**src/rtl/fc_ctrl_pkg.sv**
```systemverilog
// Shared encodings for the fully-connected job controller and the datapath that consumes its selects.
package fc_ctrl_pkg;

  typedef enum logic [2:0] {
    IDLE     = 3'd0,
    LOAD_B   = 3'd1,
    LOAD_ROW = 3'd2,
    COMPUTE  = 3'd3,
    DRAIN    = 3'd4
  } fc_state_e;

  localparam int ROW_W        = 2;
  localparam int NUM_ROWS     = 4;
  localparam int PIPE_LAT_DEF = 4;

endpackage

```
**src/rtl/fc_sequencer.sv**
```systemverilog
// Start-triggered job controller: paces bias/row loads on a valid/ready stream, holds the MAC
// enable for PIPE_LAT cycles, then drains four result rows under output back-pressure.
module fc_sequencer
  import fc_ctrl_pkg::*;
#(
  parameter int PIPE_LAT = PIPE_LAT_DEF,
  parameter int ROWS     = NUM_ROWS
) (
  input  logic             clk,
  input  logic             rst_n,
  input  logic             start,
  input  logic             abort,
  output logic             busy,
  output logic             done,
  input  logic             in_valid,
  output logic             in_ready,
  output logic             enb_dffb,
  output logic             enb_dff8,
  output logic [ROW_W-1:0] sel_dff8,
  output logic             enb_m4,
  output logic             enb_out,
  output logic [ROW_W-1:0] sel_out,
  output logic             out_valid,
  input  logic             out_ready
);

  localparam int               LAT_W    = $clog2(PIPE_LAT + 1);
  localparam logic [LAT_W-1:0] LAT_LAST = LAT_W'(PIPE_LAT - 1);
  localparam logic [ROW_W-1:0] ROW_LAST = ROW_W'(ROWS - 1);

  fc_state_e        state_q, state_d;
  logic [ROW_W-1:0] row_cnt_q, row_cnt_d;
  logic [LAT_W-1:0] lat_cnt_q, lat_cnt_d;
  logic             done_q, done_d;

  always_ff @(posedge clk or negedge rst_n) begin
    if (!rst_n) begin
      state_q   <= IDLE;
      row_cnt_q <= '0;
      lat_cnt_q <= '0;
      done_q    <= 1'b0;
    end else begin
      state_q   <= state_d;
      row_cnt_q <= row_cnt_d;
      lat_cnt_q <= lat_cnt_d;
      done_q    <= done_d;
    end
  end

  // Abort overrides every transition and suppresses the done pulse of a finishing job.
  always_comb begin
    state_d   = state_q;
    row_cnt_d = row_cnt_q;
    lat_cnt_d = lat_cnt_q;
    done_d    = 1'b0;
    if (abort) begin
      state_d   = IDLE;
      row_cnt_d = '0;
      lat_cnt_d = '0;
    end else begin
      unique case (state_q)
        IDLE: begin
          row_cnt_d = '0;
          lat_cnt_d = '0;
          if (start) state_d = LOAD_B;
        end
        LOAD_B: begin
          if (in_valid) state_d = LOAD_ROW;
        end
        LOAD_ROW: begin
          if (in_valid) begin
            row_cnt_d = row_cnt_q + ROW_W'(1);
            if (row_cnt_q == ROW_LAST) begin
              state_d   = COMPUTE;
              lat_cnt_d = '0;
            end
          end
        end
        COMPUTE: begin
          lat_cnt_d = lat_cnt_q + LAT_W'(1);
          if (lat_cnt_q == LAT_LAST) begin
            state_d   = DRAIN;
            lat_cnt_d = '0;
          end
        end
        DRAIN: begin
          if (out_ready) begin
            row_cnt_d = row_cnt_q + ROW_W'(1);
            if (row_cnt_q == ROW_LAST) begin
              state_d = IDLE;
              done_d  = 1'b1;
            end
          end
        end
        default: state_d = IDLE;
      endcase
    end
  end

  always_comb begin
    busy      = (state_q != IDLE);
    done      = done_q;
    in_ready  = 1'b0;
    enb_dffb  = 1'b0;
    enb_dff8  = 1'b0;
    sel_dff8  = '0;
    enb_m4    = 1'b0;
    enb_out   = 1'b0;
    sel_out   = '0;
    out_valid = 1'b0;
    unique case (state_q)
      LOAD_B: begin
        in_ready = 1'b1;
        enb_dffb = in_valid;
      end
      LOAD_ROW: begin
        in_ready = 1'b1;
        enb_dff8 = in_valid;
        sel_dff8 = row_cnt_q;
      end
      COMPUTE: enb_m4 = 1'b1;
      DRAIN: begin
        enb_out   = 1'b1;
        out_valid = 1'b1;
        sel_out   = row_cnt_q;
      end
      default: ;
    endcase
  end

endmodule

```
**config.mk**
```make
export PLATFORM = sky130hd
export DESIGN_NAME = fc_sequencer
export DESIGN_NICKNAME = d
export VERILOG_FILES = /design/src/rtl/fc_ctrl_pkg.sv /design/src/rtl/fc_sequencer.sv
export SDC_FILE = /design/constraint.sdc
export NUM_CORES = 1
export LEC_CHECK = 0
export ABC_AREA = 1
export CORE_MARGIN = 1.5
export CORE_UTILIZATION = 45
export DETAILED_ROUTE_END_ITERATION = 10
export PLACE_DENSITY = 0.75
export RECOVER_POWER = 25
export REMOVE_ABC_BUFFERS = 1
export SYNTH_ARGS = -nofsm -noshare
export SYNTH_HDL_FRONTEND = slang
export SYNTH_SLANG_ARGS = --single-unit
```
**constraint.sdc**
```tcl
create_clock -name clk -period 1.4 [get_ports clk]
set_input_delay 0.28 -clock clk [delete_from_list [all_inputs] [get_ports clk]]
set_output_delay 0.28 -clock clk [all_outputs]
set_load 0.03 [all_outputs]
```
==> flow_summary.toml <==
[run_status]
status = "finished, violations left"
violations = "setup timing"

[final_layout]
antennaDiodeCount = 0
final_cell_mix = "buf_6 (18), buf_4 (16), nand2_1 (12)"
drive_above_1_share = 0.566
syn2layout_area_growth_pct = 91.7
layout_commonest_cell = "buf_6"
num-nets-final = 145

[placed_design]
gp_congestion = 0.799
port_buffers = 17
dp_hpwl_mm = 1.19

[timing]
fin_skew_ns = 0.00999
fmax_mhz = 618
relSlewSlack = 0.744
slew_viol_final = 0
hold_viol = 0
worst_slack_ns = -0.217
tightest_slew_ns = 0.383
tns_ns = -2.86
rsz0062_at_grt = "yes"
whs_ns = 0.363
fin_crit_sh = 1.16
finalCriticalPeriod_ns = 1.62
setup_viol = 19

[setup_path]
path_max_fanout = 3
crit_path_end_kind = "output port"
crit_type = "reg2out"
path_cells = "buf_6, inv_4, nor2_4, nand2_4, nor2_4, buf_6"
max_stage_delay_ns = 0.40
cp-start-kind = "register"
worst-path-buf-inv = 3
crit_slowest_cell = "dfrtp_1"
critPathRequiredTime_ns = 1.12
critical-path-top-delay-family = "flip-flops"
crit_arrival_ns = 1.34

[drt]
routedWlPerCell_um = 20.0
drc = 0
initialDrtViolationCount = 74
vias_per_cell = 5.78
num_vias = 873
wirelength_mm = 3.02
firstDrtPassIters = 4
antenna_left = 0

[die]
fp.dieH_um = 40.9
die_w_um = 40.9
die_area_um2 = 1670
rows = 13
boundaryPins = 18
initial_utilization = 0.491
core_area_um2 = 1320

[yosys]
synth_warnings = 0
ys_ff_latch = 9
ys_types = 17
syn_inst = 95
synth_area_um2 = 647
yosysSeqAreaShare = 0.348
avgSynthCellArea_um2 = 6.81

[clock_tree]
cts-root-buf = "clkbuf_4"
cts_buffers = 3
cts_sinks = 9
tritoncts = "built"
path_clk_slew_ns = 0.07
cts_max_path_buffers = 2
postCtsHoldBufs = 0
clock_latency_ns = 0.27
cts.htree.levels = 1

[job]
max_cap_viol_count = 0

[pwr]
vdd_ir_drop_max_v = 0.00161
leakagePower_nw = 0.618
power_density_nw_per_um2 = 1830

[grt]
antenna_found_initial = 0
grt_max_degree = 10
overflow = 0
track_usage = 0.247
grt_pass1_vias = 611
grt_pass1_wl_mm = 2.57

[hold_path]
hp-class = "in2async"
[sequential cells by signal (all words and copies together), names as in the netlist]
signal / flops
done: 1
lat_cnt_q: 3
row_cnt_q: 2
state_q: 3
[final timing paths]
path	from	endpoint	slack (ns)	cells after the start
worst max-delay path	state_q[0]	enb_dffb	-0.22	6
worst min-delay path	rst_n	lat_cnt_q[0]	0.36	1
worst max register to register	state_q[2]	row_cnt_q[1]	-0.13	9
worst min register to register	lat_cnt_q[2]	lat_cnt_q[2]	0.52	2
max in group asynchronous	rst_n	row_cnt_q[1]	0.75	1
min in group clk	lat_cnt_q[2]	lat_cnt_q[2]	0.52	2
[metal layers]
layer	GRT usage	routed length [µm]	vias to the layer above
li1	-	-	377
met1	0.261	1100	403
met2	0.441	1500	69
met3	0.0543	273	24
met4	0.142	148	0
met5	0	0	-
[power by group]
part | switching, mW | leakage [nW] | internal, mW
Clock | 0.0942 | 0.0150 | 0.110
Sequential | 0.0437 | 0.123 | 0.302
Combinational | 1.00 | 0.480 | 0.714
[worst register-to-register path, stage by stage, from the launching register on]
cell,delay [ns]
dfrtp_1,0.42
buf_6,0.14
buf_4,0.17
nand2_8,0.11
inv_4,0.05
buf_4,0.13
nor2_2,0.15
nor2_4,0.06
nand2_1,0.08
o21ai_1,0.10
[per-stage QoR]
| step | util | cells | setup WS [ns] | power [mW] | instance area [µm²] |
|---|---|---|---|---|---|
| finish | 0.941 | 151 | -0.217 | 2.27 | 1240 |
| global route | 0.941 | 151 | -0.314 | 2.36 | 1240 |
| CTS | 0.805 | 148 | -0.154 | 1.80 | 1060 |
| detailed placement | 0.647 | 133 | -0.259 | 1.23 | 852 |
| global placement | 0.647 | 133 | -0.191 | 1.21 | 852 |
| floorplan | - | 92 | -0.0665 | 0.903 | 621 |
[cells in the mapped netlist]
cell type,number,area (µm²)
o21ai_0,1,5.00
nand3_2,1,10.0
nand2_2,4,25.0
nand2_1,22,82.6
inv_2,1,3.75
o31ai_1,1,7.51
nand3_1,10,50.1
nor2_2,5,31.3
nor2_1,18,67.6
ha_1,2,25.0
inv_1,12,45.0
buf_4,2,15.0
dfrtp_1,9,225
o21ai_1,2,10.0
a21oi_1,2,10.0
buf_6,1,11.3
nor2_4,2,22.5
[final cells by class]
type | count | area, µm²
clock buffers | 4 | 26.3
fillers | 39 | 77.6
inverters | 13 | 53.8
flip-flops and latches | 9 | 225
multi-input cells | 70 | 532
repair buffers | 40 | 384
well taps | 15 | 18.8
[repair_timing]
item / 4_1_cts / 5_1_grt
pin swaps: 7 / 14
setup endpoints to repair: 13 / 18
buffers inserted: 11 / 5
resized for setup: 30 / 46
[kinds of logic after synthesis]
| kind of cell | synth area share |
|---|---|
| flops | 0.348 |
| fa+ha+maj | 0.0387 |
| buf+inv | 0.116 |
| compound gates | 0.0503 |
| simple gates | 0.447 |
(Power assumes the default switching activity.)
